$ cat src/rtl/pe_network_interface.sv
// PE-side network endpoint: an out FIFO feeds the router PE input channel with
// even/odd VC timing, and an in FIFO buffers the router PE output channel.
module pe_network_interface #(
  parameter int VC_BIT    = 63,
  parameter int IN_DEPTH  = 4,
  parameter int OUT_DEPTH = 4
) (
  input  logic        clk,
  input  logic        reset,
  input  logic [1:0]  addr,
  input  logic [63:0] d_in,
  output logic [63:0] d_out,
  input  logic        nicEn,
  input  logic        nicWrEn,
  input  logic        net_polarity,
  output logic        net_so,
  input  logic        net_ro,
  output logic [63:0] net_do,
  input  logic        net_si,
  output logic        net_ri,
  input  logic [63:0] net_di
);

  localparam int IN_AW  = $clog2(IN_DEPTH);
  localparam int OUT_AW = $clog2(OUT_DEPTH);
  localparam logic [IN_AW:0]  IN_MAX  = (IN_AW + 1)'(IN_DEPTH);
  localparam logic [OUT_AW:0] OUT_MAX = (OUT_AW + 1)'(OUT_DEPTH);

  logic [63:0]       in_mem [IN_DEPTH];
  logic [IN_AW-1:0]  in_rd, in_wr;
  logic [IN_AW:0]    in_cnt;
  logic [63:0]       out_mem [OUT_DEPTH];
  logic [OUT_AW-1:0] out_rd, out_wr;
  logic [OUT_AW:0]   out_cnt;
  logic [15:0]       drop_cnt;

  logic in_full, in_nonempty, out_full, out_nonempty;
  logic rd_access, wr_access;
  logic in_push, in_pop, out_push, out_pop, drop_write;
  logic [7:0]  in_cnt8, out_cnt8;
  logic [63:0] out_head;

  assign in_full      = (in_cnt == IN_MAX);
  assign in_nonempty  = (in_cnt != '0);
  assign out_full     = (out_cnt == OUT_MAX);
  assign out_nonempty = (out_cnt != '0);
  assign in_cnt8      = 8'(in_cnt);
  assign out_cnt8     = 8'(out_cnt);

  assign rd_access  = nicEn & ~nicWrEn;
  assign wr_access  = nicEn & nicWrEn;

  // All full/empty decisions use pre-edge state, so same-edge push/pop never interact.
  assign in_push    = net_si & net_ri;
  assign in_pop     = rd_access & (addr == 2'b00) & in_nonempty;
  assign out_push   = wr_access & (addr == 2'b10) & ~out_full;
  assign drop_write = wr_access & (addr == 2'b10) & out_full;
  assign out_pop    = net_so;

  assign out_head = out_mem[out_rd];
  assign net_do   = out_head;
  assign net_ri   = ~in_full;
  assign net_so   = out_nonempty & net_ro & (out_head[VC_BIT] == net_polarity);

  always_ff @(posedge clk or posedge reset) begin
    if (reset) begin
      in_rd  <= '0;
      in_wr  <= '0;
      in_cnt <= '0;
      for (int i = 0; i < IN_DEPTH; i++) in_mem[i] <= '0;
    end else begin
      if (in_push) begin
        in_mem[in_wr] <= net_di;
        in_wr         <= in_wr + 1'b1;
      end
      if (in_pop) in_rd <= in_rd + 1'b1;
      case ({in_push, in_pop})
        2'b10:   in_cnt <= in_cnt + 1'b1;
        2'b01:   in_cnt <= in_cnt - 1'b1;
        default: in_cnt <= in_cnt;
      endcase
    end
  end

  // Memory is cleared on reset so net_do reads as zero until the first write.
  always_ff @(posedge clk or posedge reset) begin
    if (reset) begin
      out_rd  <= '0;
      out_wr  <= '0;
      out_cnt <= '0;
      for (int i = 0; i < OUT_DEPTH; i++) out_mem[i] <= '0;
    end else begin
      if (out_push) begin
        out_mem[out_wr] <= d_in;
        out_wr          <= out_wr + 1'b1;
      end
      if (out_pop) out_rd <= out_rd + 1'b1;
      case ({out_push, out_pop})
        2'b10:   out_cnt <= out_cnt + 1'b1;
        2'b01:   out_cnt <= out_cnt - 1'b1;
        default: out_cnt <= out_cnt;
      endcase
    end
  end

  always_ff @(posedge clk or posedge reset) begin
    if (reset) begin
      drop_cnt <= '0;
    end else if (drop_write && drop_cnt != 16'hFFFF) begin
      drop_cnt <= drop_cnt + 1'b1;
    end
  end

  always_ff @(posedge clk or posedge reset) begin
    if (reset) begin
      d_out <= '0;
    end else if (rd_access) begin
      case (addr)
        2'b00:   d_out <= in_nonempty ? in_mem[in_rd] : 64'h0;
        2'b01:   d_out <= {32'b0, drop_cnt, in_cnt8, 7'b0, in_nonempty};
        2'b11:   d_out <= {32'b0, drop_cnt, out_cnt8, 7'b0, out_full};
        default: d_out <= 64'h0;
      endcase
    end
  end

endmodule

$ cat config.mk
export PLATFORM = sky130hd
export DESIGN_NAME = pe_network_interface
export DESIGN_NICKNAME = d
export VERILOG_FILES = /design/src/rtl/pe_network_interface.sv
export SDC_FILE = /design/constraint.sdc
export NUM_CORES = 1
export LEC_CHECK = 0
export ABC_AREA = 1
export ABC_CLOCK_PERIOD_IN_PS = 22600
export CORE_MARGIN = 2
export CORE_UTILIZATION = 39
export CTS_BUF_LIST = sky130_fd_sc_hd__clkbuf_2
export DETAILED_ROUTE_END_ITERATION = 16
export DONT_BUFFER_PORTS = 1
export GPL_ROUTABILITY_DRIVEN = 0
export GPL_TIMING_DRIVEN = 0
export SKIP_CTS_REPAIR_TIMING = 1
export SLEW_MARGIN = 20
export SYNTH_ARGS = -nofsm -noshare
export SYNTH_HDL_FRONTEND = slang
export SYNTH_SLANG_ARGS = --single-unit
$ cat constraint.sdc
create_clock -name clk -period 22.6 [get_ports clk]
set_input_delay 1.13 -clock clk [delete_from_list [all_inputs] [get_ports clk]]
set_output_delay 1.13 -clock clk [all_outputs]
set_load 0.03 [all_outputs]
**Yosys cells after proc, flatten, opt, wreduce, memory -nomap -nowiden**

Cells that the tools add are included.

- Bits in registers: 606
- Bits in latches: 0
- RAM bits: 0
- Memory bits (read-only): 0
- Bits of input ports: 137
- Output and inout bits: 130
- Word-level logic and storage cells: 83
- Memories kept: 0

- Add/sub/neg operators: 9
- Multiply operators: 0
- Div/mod/pow operators: 0
- Order comparisons: 6
- Equality and inequality tests: 11
- Shift-type cells: 0
- Muxes and demuxes: 16
- Bitwise operators: 17
- Reductions and logical operators: 8

Operators with widths:

| cell | count |
|---|---|
| 256-bit bitwise mux | 2 |
| 64-bit two-way mux | 7 |
| 64-bit binary-select mux with 2-bit select | 2 |
| 64-bit demux with 2-bit select | 2 |
| 64-bit case mux with 3 select lines | 1 |
| 16-bit by 1-bit adder with 16-bit output (second input constant) | 1 |
| 16-bit inequality test (second input constant) | 1 |
| 3-bit greater-or-equal comparator (second input constant) | 4 |
| 2-bit inverter with 3-bit output | 4 |
| 3-bit case mux with 2 select lines | 2 |
| 1-bit bitwise AND | 10 |
| 2-bit by 1-bit adder with 2-bit output (second input constant) | 4 |
| 2-bit == test (second input constant) | 4 |
| 3-bit by 1-bit adder with 3-bit output (second input constant) | 2 |
| 2-bit by 1-bit == test with 1-bit output (second input constant) | 3 |
| 3-bit == test (second input constant) | 2 |
| 3-bit by 1-bit less-than comparator with 1-bit output (second input constant) | 2 |
| 3-bit nonzero test | 2 |
| 3-bit by 1-bit subtractor with 3-bit output (second input constant) | 2 |
| 2-bit nonzero test | 2 |
| 1-bit logical AND | 3 |
| 1-bit inverter | 3 |
| 2-bit zero test | 1 |
| 1-bit == test | 1 |

**Depth between registers and ports, before layout**

Gate-level depths: netlist of the first run.

- Depth in word-level cells: 8
- Depth in mapped cells: 15
- Depth with buffers taken out: 13

**Worst setup path before layout of the first run**

OpenSTA, ideal clock, no wires.

- Path type: input -> register
- Start point: input addr[1]
- End point: register in_cnt[2]
- Arrival time: 2778 ps
- Data required time: 22469 ps
- Slack: 19692 ps
- Stages on the path: 10
- Path buffers: 1
- Path through: nor2_1 nand2_1 nor2_4 buf_2 ha_1 inv_1 fa_1 a21oi_1 o21ai_0 xor2_1

- Longest elaborated chain between the ends: 5
- Elaborated cells between the ends (all ways): 7

Ends and longest elaborated chain:

| what | RTL line | text |
|---|---|---|
| from (decl) | 10 | `input logic [1:0] addr,` |
| 2-bit zero test * | 55 | `assign in_pop = rd_access & (addr == 2'b00) & in_nonempty;` |
| 1-bit bitwise AND * (2 in series) | 55 |  |
| via in_pop | 39 | `logic in_push, in_pop, out_push, out_pop, drop_write;` |
| 2-bit by 1-bit == test with 1-bit output / 2-bit == test (equally long branches) | 77 | `case ({in_push, in_pop})` |
| 3-bit case mux with 2 select lines / 2-bit nonzero test (equally long branches) | n/a |  |
| to (signal assigned) | 78 | `2'b10: in_cnt <= in_cnt + 1'b1;` |
| to (signal assigned) | 79 | `2'b01: in_cnt <= in_cnt - 1'b1;` |
| to (signal assigned) | 80 | `default: in_cnt <= in_cnt;` |
| to (decl) | 31 | `logic [IN_AW:0] in_cnt;` |

The timed path passes the listed nets; every way through them passes the cells marked *.
A chain may end at the register's enable or synchronous reset.

**Worst setup path after layout of the first run**

- Start point: register out_rd[0]
- End point: output net_do[35]

- Longest elaborated chain between the ends: 4

Ends and longest elaborated chain:

| what | RTL line | text |
|---|---|---|
| from (decl) | 33 | `logic [OUT_AW-1:0] out_rd, out_wr;` |
| from (signal assigned) | 97 | `if (out_pop) out_rd <= out_rd + 1'b1;` |
| 2-bit inverter with 3-bit output (implied by the code) | 60 | `assign out_head = out_mem[out_rd];` |
| 64-bit binary-select mux with 2-bit select | 60 |  |
| 64-bit two-way mux (implied by the code) (2 in series) | 60 |  |
| to (decl) | 18 | `output logic [63:0] net_do,` |

No other way between the ends. The select of a mux whose other input is x is not followed.

==> results of run 1 <==
-- layout make-up --
| class | instances | area share, % |
|---|---|---|
| multi-input combinational | 2637 | 35.7 |
| sequential | 606 | 46.8 |
| timing repair buffer | 137 | 4.55 |
| antenna | 13 | 0.100 |
| buffer | 262 | 3.64 |
| clock buffer | 251 | 3.87 |
| clock inverter | 45 | 1.06 |
| inverter | 59 | 0.706 |
| tap | 950 | 3.66 |
-- worst max-delay path, stage by stage (launching register included) --
cell and delay (ps):
dfrtp_1 480, buf_2 290, inv_1 120, buf_2 350, clkbuf_1 440, o21ai_0 150, o22ai_1 790
-- through the flow --
| step | cells | hold slack (ps) | cell area [µm²] |
|---|---|---|---|
| 2_1_floorplan | 3564 | 444 | 28100 |
| 4_1_cts | 4816 | -371 | 31100 |
| 6_report | 4960 | 129 | 32400 |
| 3_3_place_gp | 4514 | 459 | 29300 |
| 3_5_place_dp | 4520 | 466 | 29500 |
| 5_1_grt | 4957 | 29.9 | 32400 |
-- where the power goes --
| part | internal (W) | leakage, nW | switching (W) | total (W) |
|---|---|---|---|---|
| clock | 0.000355 | 1.20 | 0.000496 | 0.000851 |
| combinational | 0.000467 | 7.34 | 0.00133 | 0.00179 |
| sequential | 0.00152 | 7.83 | 0.000278 | 0.00180 |
-- per-layer routing --
| metal | track usage [%] | part of all wire (%) | vias to the layer above |
|---|---|---|---|
| li1 | - | - | 12300 |
| met4 | 10.0 | 2.8 | 20 |
| met3 | 6.50 | 7.1 | 199 |
| met5 | 0 | 0.12 | - |
| met2 | 41.7 | 48 | 822 |
| met1 | 30.9 | 42 | 12200 |
-- logic make-up (layout without fill, tap and decap cells) --
kind of cell / Yosys count / after routing / share of synthesized area [%]
adders and majority gates: 13 / 13 / 0.632
buffers and inverters: 321 / 754 / 4.98
other: 0 / 13 / 0
and+or+nand+nor: 1840 / 1840 / 26.0
DFF: 606 / 606 / 53.9
xor gates and xnor gates: 18 / 18 / 0.560
AOI/OAI and AO/OA: 766 / 766 / 14.0
-- Yosys cell counts --
| master | count | area, µm² |
|---|---|---|
| clkinv_1 | 4 | 15.0 |
| xor2_1 | 14 | 123 |
| nor2_1 | 154 | 578 |
| nand4_1 | 9 | 56.3 |
| o21ai_0 | 673 | 3370 |
| a21oi_1 | 14 | 70.1 |
| buf_4 | 25 | 188 |
| nor2_4 | 4 | 45.0 |
| buf_12 | 1 | 20.0 |
| nand2_1 | 1472 | 5530 |
| nand3b_1 | 1 | 7.51 |
| a21boi_0 | 1 | 7.51 |
| buf_2 | 56 | 280 |
| nand2_4 | 1 | 11.3 |
| clkbuf_1 | 161 | 604 |
| ha_1 | 11 | 138 |
| nor2_8 | 4 | 80.1 |
| fa_1 | 2 | 40.0 |
| nor2_2 | 1 | 6.26 |
| nand2b_4 | 1 | 13.8 |
| nand3_1 | 186 | 931 |
| dfrtp_1 | 606 | 15200 |
| nor3_1 | 3 | 15.0 |
| nand2_2 | 3 | 18.8 |
| buf_6 | 2 | 22.5 |
| clkbuf_2 | 1 | 5.00 |
| xnor2_1 | 4 | 35.0 |
| nand4_2 | 1 | 12.5 |
| inv_2 | 3 | 11.3 |
| buf_1 | 16 | 60.1 |
| o21ai_4 | 1 | 16.3 |
| inv_1 | 52 | 195 |
| o21ai_1 | 11 | 55.1 |
| o22ai_1 | 66 | 413 |
-- sequential cells by signal (all words and copies together), names as in the netlist, 3 cells and up --
name,flops
d_out,64
drop_cnt,16
in_cnt,3
out_cnt,3
out_mem,256
in_mem,256
-- path summary, 6_finish.rpt --
kind	start	to	slack, ps	cells after the start
hold reg to reg	out_mem[106]	out_mem[106]	480	2
max in group asynchronous	reset	in_mem[185]	19710	7
min in group asynchronous	reset	out_mem[242]	370	2
setup reg to reg	out_rd[0]	out_cnt[2]	19110	15
hold / removal	net_polarity	out_rd[0]	130	3
setup / recovery	out_rd[0]	net_do[35]	17470	6
-- layout by cell type (no fill, tap or decap), types with 3 or more instances in the layout --
cell              n
a21oi_1          14
bufinv_16         5
dfrtp_1         606
xnor2_1           4
inv_2             4
nand3_1         186
dlygate4sd3_1   131
buf_16            6
clkbuf_2        252
nor2_8            4
nand2_2           3
diode_2          13
nor2_4            4
o21ai_1          11
o22ai_1          66
clkinvlp_4        3
ha_1             11
nor2_1          154
xor2_1           14
nand4_1           9
clkinv_1         32
nor3_1            3
clkbuf_1        161
o21ai_0         673
inv_1            51
clkinv_2          3
nand2_1        1472
buf_4            25
inv_6             3
buf_2            56
buf_1            16
==> metrics, run 1 <==
total power 0.00445 W; later-pin clock latency in the skew report 1380 ps; unique cell type count in the Yosys netlist 34; nets@finish 4019; initial antenna violation count 20; FF+latch area 15200 µm²; Via density 5.15; global-route wire length before repair 144000 µm; Clk Tree Root Cell clkbuf_2; fmax 0.195 GHz; PwrDens 137 nW/µm²; synthesis-stage register bit count 606; # rows 98; Least-Margin Pin Slew 989 ps; CP Launch Type register; DRC errors left 0; ANT nets after route 0; RSZ-0062 raised after global routing no; Worst Clk Skew 127 ps; synthesized area per cell 7.89 µm²; Die Area 74300 µm²; Worst-path clk slew 80 ps; die span in y 273 µm; all-layer global routing usage 25.0%; Routed WL 94100 µm; DP Worst Slack 18770 ps; footprint of the multi-input gates 11600 µm²; max-slew violation count 0; Max-Cap Viols 0; chip width 273 µm; worst hold path class primary input to register; post-synthesis sequential area ratio 53.9%; initial core utilization 39.4%; grt ovf 0; htree depth 4; layout cell share with drive strength beyond 1 9.48%; minimum clock period 5130 ps; Area growth syn-to-layout 15.3%; Setup Viol. Count Final 0; post-route setup TNS 0 ps; Detailed Place HPWL 64200 µm; Synth Cell Area 28100 µm²; Initial DRC Count 1977; DR vias 25500; nature of the critical path endpoint primary output; num ports 267; status complete, no violations; Worst Path Arrival 4000 ps; Leak 16.4 nW; Layout Utilization 45.4%; CTS Buf Count 166; final hold vios 0; clk sinks 606; final worst-path cycle share 22.7%; detailed-router iteration count before antenna repair 5; Core ar. 71500 µm²; Max Root-Sink Buffers 3; Setup WS post-layout 17470 ps; Mapped Nets 3714; CTS tree built; VDD IR-drop max 59.2 µV; Wirelength per Cell 19.0 µm; vias in the first global route 24800; Cells after Synth 3564; largest net degree at the start of global routing 101; Yosys warning count 0; crit path kind register to primary output; Slew HR 34.0%; I/O Buffers 0; Worst Path Max Fanout 10; Crit path required time 21470 ps; Fill cells 7271
(Power assumes the default switching activity.)
==> run 2: changes to the inputs <==
--- a/config.mk
+++ b/config.mk
@@ -5,8 +5,8 @@
 export SDC_FILE = /design/constraint.sdc
 export NUM_CORES = 1
 export LEC_CHECK = 0
-export ABC_AREA = 1
-export ABC_CLOCK_PERIOD_IN_PS = 22600
+export ABC_AREA = 0
+export ABC_CLOCK_PERIOD_IN_PS = 5000
 export CORE_MARGIN = 2
 export CORE_UTILIZATION = 39
 export CTS_BUF_LIST = sky130_fd_sc_hd__clkbuf_2
==> constraint.sdc (replaced) <==
create_clock -name clk -period 5 [get_ports clk]
set_input_delay 0.25 -clock clk [delete_from_list [all_inputs] [get_ports clk]]
set_output_delay 0.25 -clock clk [all_outputs]
set_load 0.03 [all_outputs]
==> run 2 against run 1 <==
  * Flip-flop and latch count stayed put
  * First-iteration DRC count is 68% lower
  * Die area is 3.3% lower
  * Critical path type is now register to register
  * Critical endpoint is now out_cnt[2]
==> metrics, run 2 <==
status complete, no violations; CP cell instances mux4_2 -> xnor2_1 -> o311a_1 -> dlygate4sd3_1 -> ha_1 -> inv_1 -> fa_1 -> xor2_1 -> nor2_1 -> xor2_1; VDD IR-drop max 290 µV (+390%); Clk Tree Root Cell clkbuf_2; global-route wire length before repair 101000 µm (-30%); die span in y 268 µm (-1.7%); Worst Clk Skew 87.2 ps (-39.6 ps); chip width 268 µm (-1.7%); synth top area cells dfrtp_1 (56%), mux2_4 (13%), mux2_2 (11%); nature of the critical path endpoint register; Worst-path clk slew 110 ps (+30 ps); DR vias 16600 (-35%); flop-to-flop setup slack 1030 ps (-18080 ps); area share of the largest cell type after synthesis 55.8% (+1.9 points); layout cell share with drive strength beyond 1 42.6% (+33 points); CTS Buf Count 163 (-1.8%); Synth async-reset ratio 100% (unchanged); Detailed Place HPWL 44600 µm (-31%); Synth Cell Area 27200 µm² (-3.4%); CTS tree built; detailed-router iteration count before antenna repair 4 (-1); clk sinks 606 (unchanged); CP delay by family, top buffers and inverters; nets@finish 2405 (-40%); vias in the first global route 17100 (-31%); crit path kind register to register; max-slew violation count 0 (unchanged); ANT nets after route 0 (unchanged); Slew HR 35.8% (+1.8 points); htree depth 4 (unchanged); Leak 16.0 nW (-2.0%); CP peak stage delay 750 ps (-40 ps); RSZ-0062 raised after global routing no; total power 0.0206 W (+360%); Buffers & Inverters on Critical Path 2 (-2); unique cell type count in the Yosys netlist 40 (+18%); most frequent CP cell xor2_1; post-synthesis sequential area ratio 55.8% (+1.9 points); most common cell in the netlist dfrtp_1; Routed WL 67600 µm (-28%); Initial DRC Count 639 (-68%); PwrDens 600 nW/µm² (+340%); CP Launch Type register; Primary FF master, synth dfrtp_1; # rows 96 (-2.0%); Post-synth EDFFs 0 (unchanged); worst hold path class primary input to async pin; final worst-path cycle share 79.4%; DRC errors left 0 (unchanged); largest net degree at the start of global routing 36 (-64%); Yosys top cell by area dfrtp_1; synthesized area per cell 16.3 µm² (+110%); Core ar. 68800 µm² (-3.7%); grt ovf 0 (unchanged); Die Area 71800 µm² (-3.3%); minimum clock period 3970 ps; CP max-delay cell dlygate4sd3_1; Crit path required time 6230 ps (-15240 ps); hold slack 174 ps (+44.5 ps); Worst Path Max Fanout 3 (-7); commonest non-fill, non-tap cell in the layout dfrtp_1; Wirelength per Cell 20.5 µm (+7.9%); Via density 5.04 (-2.1%); final hold vios 0 (unchanged); footprint of the multi-input gates 11300 µm² (-1.9%); Cells after Synth 1666 (-53%); I/O Buffers 0 (unchanged); Max Root-Sink Buffers 3 (unchanged); FF+latch area 15200 µm² (unchanged); all-layer global routing usage 18.6% (-6.4 points); largest registers in_mem (256), out_mem (256), d_out (64); initial core utilization 39.5% (+0.14 points); num ports 267 (unchanged); synthesis-stage register bit count 606 (unchanged); initial antenna violation count 1 (-95%); Least-Margin Pin Slew 963 ps (-26.7 ps); Worst Path Arrival 5200 ps (+1200 ps); Area growth syn-to-layout 26.3%; Setup Viol. Count Final 0 (unchanged); Max-Cap Viols 0 (unchanged); fmax 0.252 GHz; later-pin clock latency in the skew report 1330 ps (-50 ps); Mapped Nets 1816 (-51%); synth cell count leaders dfrtp_1 (606), mux2_2 (275), mux2_4 (240); Yosys warning count 0 (unchanged); Fill cells 5953 (-18%); most frequent cells in the layout dfrtp_1 (606), dlygate4sd3_1 (402), mux2_2 (275), clkbuf_2 (245), mux2_4 (240)
[run 2: power breakdown]
| part | switching (W) | internal (W) | leakage (nW) |
|---|---|---|---|
| sequential | 0.00151 | 0.00704 | 7.60 |
| combinational | 0.00357 | 0.00485 | 7.29 |
| clock | 0.00212 | 0.00151 | 1.15 |
| total | 0.00720 | 0.0134 | 16.0 |
[run 2: worst paths after layout]
| path | end | cells past startpoint | from |
|---|---|---|---|
| hold reg to reg | in_mem[94] | 1 | in_mem[94] |
| setup reg to reg | out_cnt[2] | 10 | out_rd[0] |
| min in group clk | out_mem[177] | 3 | d_in[49] |
| max in group asynchronous | in_mem[34] | 10 | reset |
| hold / removal | out_mem[115] | 3 | reset |
| setup / recovery | out_cnt[2] | 10 | out_rd[0] |
[run 2: final cells by class]
cell class,instances,area share [%]
antenna,3,0.0219
buffer,101,1.84
clock buffer,244,3.56
clock inverter,34,0.795
inverter,13,0.153
multi-input combinational,946,33.1
sequential,606,44.2
tap,931,3.39
timing repair buffer,424,13.0
[run 2: worst register-to-register path: stages (launching register included)]
cell and delay (ps):
dfrtp_1 400, mux4_2 650, xnor2_1 450, o311a_1 580, dlygate4sd3_1 760, ha_1 230
inv_1 60, fa_1 370, xor2_1 150, nor2_1 110, xor2_1 150
[run 2: cell families after synthesis]
family | count (synthesis) | share of synthesized area [%]
AO/OA/AOI/OAI | 93 | 1.95
XOR/XNOR | 25 | 0.805
adder cells (fa/ha/maj) | 13 | 0.654
buffers and inverters | 114 | 2.50
flip-flops | 606 | 55.8
multiplexers | 646 | 35.4
AND/OR/NAND/NOR | 169 | 2.95
[run 2: per-layer routing]
metal | vias up | GRT usage [%] | routed length [µm]
met5 | - | 0 | 0
met4 | 0 | 8.11 | 1750
met3 | 131 | 7.73 | 4090
met2 | 384 | 30.7 | 33900
met1 | 8747 | 21.3 | 27800
li1 | 7365 | - | -
[run 2: stage by stage]
stage,TNS (ps),worst slack [ps],instance area [µm²],instances,util [%]
2_1_floorplan,-2131390,-3520,27200,1666,-
3_3_place_gp,-3821100,-6370,28400,2597,41.2
3_5_place_dp,0,1650,28800,2619,41.8
4_1_cts,0,1070,30300,2897,44.0
5_1_grt,0,833,34300,3302,49.9
6_report,0,1030,34300,3302,49.9
==> run 3: changes to the inputs <==
--- a/config.mk
+++ b/config.mk
@@ -6,7 +6,7 @@
 export NUM_CORES = 1
 export LEC_CHECK = 0
 export ABC_AREA = 0
-export ABC_CLOCK_PERIOD_IN_PS = 5000
+export ABC_CLOCK_PERIOD_IN_PS = 3300
 export CORE_MARGIN = 2
 export CORE_UTILIZATION = 39
 export CTS_BUF_LIST = sky130_fd_sc_hd__clkbuf_2
==> constraint.sdc (replaced) <==
create_clock -name clk -period 3.3 [get_ports clk]
set_input_delay 0.165 -clock clk [delete_from_list [all_inputs] [get_ports clk]]
set_output_delay 0.165 -clock clk [all_outputs]
set_load 0.03 [all_outputs]
==> run 3 against run 2 <==
  * Register-to-register slack worse by 900 ps
  * Clock power is 52% higher
  * First-iteration DRC count is 11% higher
  * Largest power group unchanged
==> metrics, run 3 (same netlist as run 2, synthesis figures left out) <==
status complete, no violations; ANT nets after route 0 (unchanged); Routed WL 67800 µm (+0.33%); nets@finish 2411 (+0.25%); M3 GR Usage 7.73% (unchanged); chip width 268 µm (unchanged); Max Root-Sink Buffers 3 (unchanged); RSZ-0062 raised after global routing yes; Worst-path clk slew 110 ps (about the same); max-slew violation count 0 (unchanged); Wirelength per Cell 20.5 µm (+0.15%); VDD IR-drop max 439 µV (+52%); I/O Buffers 0 (unchanged); Setup WS post-layout 105 ps (-924 ps); final worst-path cycle share 96.8%; met2 Use GR 30.7% (unchanged); global-route wire length before repair 101000 µm (unchanged); Clk Tree Root Cell clkbuf_2; later-pin clock latency in the skew report 1340 ps (about the same); nature of the critical path endpoint primary output; Leak 16.1 nW (+0.38%); largest registers in_mem (256), out_mem (256), d_out (64); worst hold path class primary input to async pin; Die Area 71800 µm² (unchanged); largest net degree at the start of global routing 36 (unchanged); num ports 267 (unchanged); commonest non-fill, non-tap cell in the layout dfrtp_1; Crit path required time 3130 ps (-3100 ps); PwrDens 911 nW/µm² (+52%); layout cell share with drive strength beyond 1 42.6% (about the same); crit path kind register to primary output; total power 0.0314 W (+52%); CTS Buf Count 163 (unchanged); Setup Viol. Count Final 0 (unchanged); grt ovf 0 (unchanged); Reg2Reg Depth 8 (-2); htree depth 4 (unchanged); Worst Path Arrival 3030 ps (-2170 ps); grt peak-use layer met2; met1 usage 21.3% (unchanged); minimum clock period 3190 ps; Worst Clk Skew 94.7 ps (+7.53 ps); Fill cells 5926 (-0.45%); DP Worst Slack -49.4 ps (-1700 ps); Least-Margin Pin Slew 958 ps (-4.16 ps); post-route setup TNS 0 ps (unchanged); Initial DRC Count 711 (+11%); Core ar. 68800 µm² (unchanged); die span in y 268 µm (unchanged); clk sinks 606 (unchanged); final hold vios 0 (unchanged); CTS tree built; DR vias 16700 (+0.61%); Area growth syn-to-layout 26.8%; placed cell areas 28800 µm² (unchanged); Worst R2R Start in_cnt[0]; initial core utilization 39.5% (unchanged); # rows 96 (unchanged); fmax 0.313 GHz; all-layer global routing usage 18.6% (unchanged); reg2reg end in_mem[232]; detailed-router iteration count before antenna repair 4 (unchanged); CP Launch Type register; flop-to-flop setup slack 130 ps (-900 ps); vias in the first global route 17100 (unchanged); design area 34500 µm² (+0.42%); initial antenna violation count 1 (unchanged); Slew HR 35.9% (+0.066 points); most frequent cells in the layout dfrtp_1 (606), dlygate4sd3_1 (408), mux2_2 (275), clkbuf_2 (246), mux2_4 (240); Worst Path Max Fanout 4 (+1); DRC errors left 0 (unchanged); Detailed Place HPWL 44600 µm (unchanged); Via density 5.06 (+0.42%); hold slack 78.9 ps (-95.0 ps); Max-Cap Viols 0 (unchanged)
==> run 3: worst max-delay path, stage by stage (launching register included) <==
cell and delay (ps):
dfrtp_1 420, mux4_2 680, xnor2_4 270, o311a_4 350
==> run 3: metrics by stage <==
stage	utilization (%)	std cells
global route	50.1	3308
floorplan	-	1666
detailed placement	41.8	2619
CTS	44.0	2897
global placement	41.2	2597
finish	50.1	3308
==> run 3: worst max-delay path by stage <==
| stage | start | cells after the start | slack [ps] | end |
|---|---|---|---|---|
| finish | out_rd[0] | 3 | 110 | net_so |
| global route | out_rd[0] | 3 | -100 | net_so |
| CTS | out_rd[0] | 3 | -550 | net_so |
| detailed placement | out_rd[0] | 9 | -50 | out_cnt[2] |
| global placement | reset | 1 | -7990 | d_out[34] |
| floorplan | reset | 1 | -5130 | d_out[0] |
==> run 3: area by class of cell <==
class | count | area (µm²) | area share, %
inverter | 13 | 52.6 | 0.152
clock buffer | 244 | 1220 | 3.54
sequential | 606 | 15200 | 44.0
multi-input combinational | 946 | 11400 | 33.0
clock inverter | 34 | 273 | 0.791
buffer | 101 | 683 | 1.98
antenna | 3 | 7.51 | 0.0218
tap | 931 | 1160 | 3.38
timing repair buffer | 430 | 4530 | 13.1
==> run 3: power breakdown <==
group / switching (W) / internal [W]
clock network: 0.00322 / 0.00229
registers: 0.00229 / 0.0107
logic: 0.00544 / 0.00748
total: 0.0110 / 0.0204
==> run 3: routing by layer <==
| layer | vias to the layer above | wire length [µm] | share of wire (%) |
|---|---|---|---|
| met5 | - | 0 | 0 |
| met4 | 0 | 1770 | 2.6 |
| met3 | 126 | 4200 | 6.2 |
| met2 | 395 | 34100 | 50 |
| met1 | 8827 | 27700 | 41 |
| li1 | 7380 | - | - |
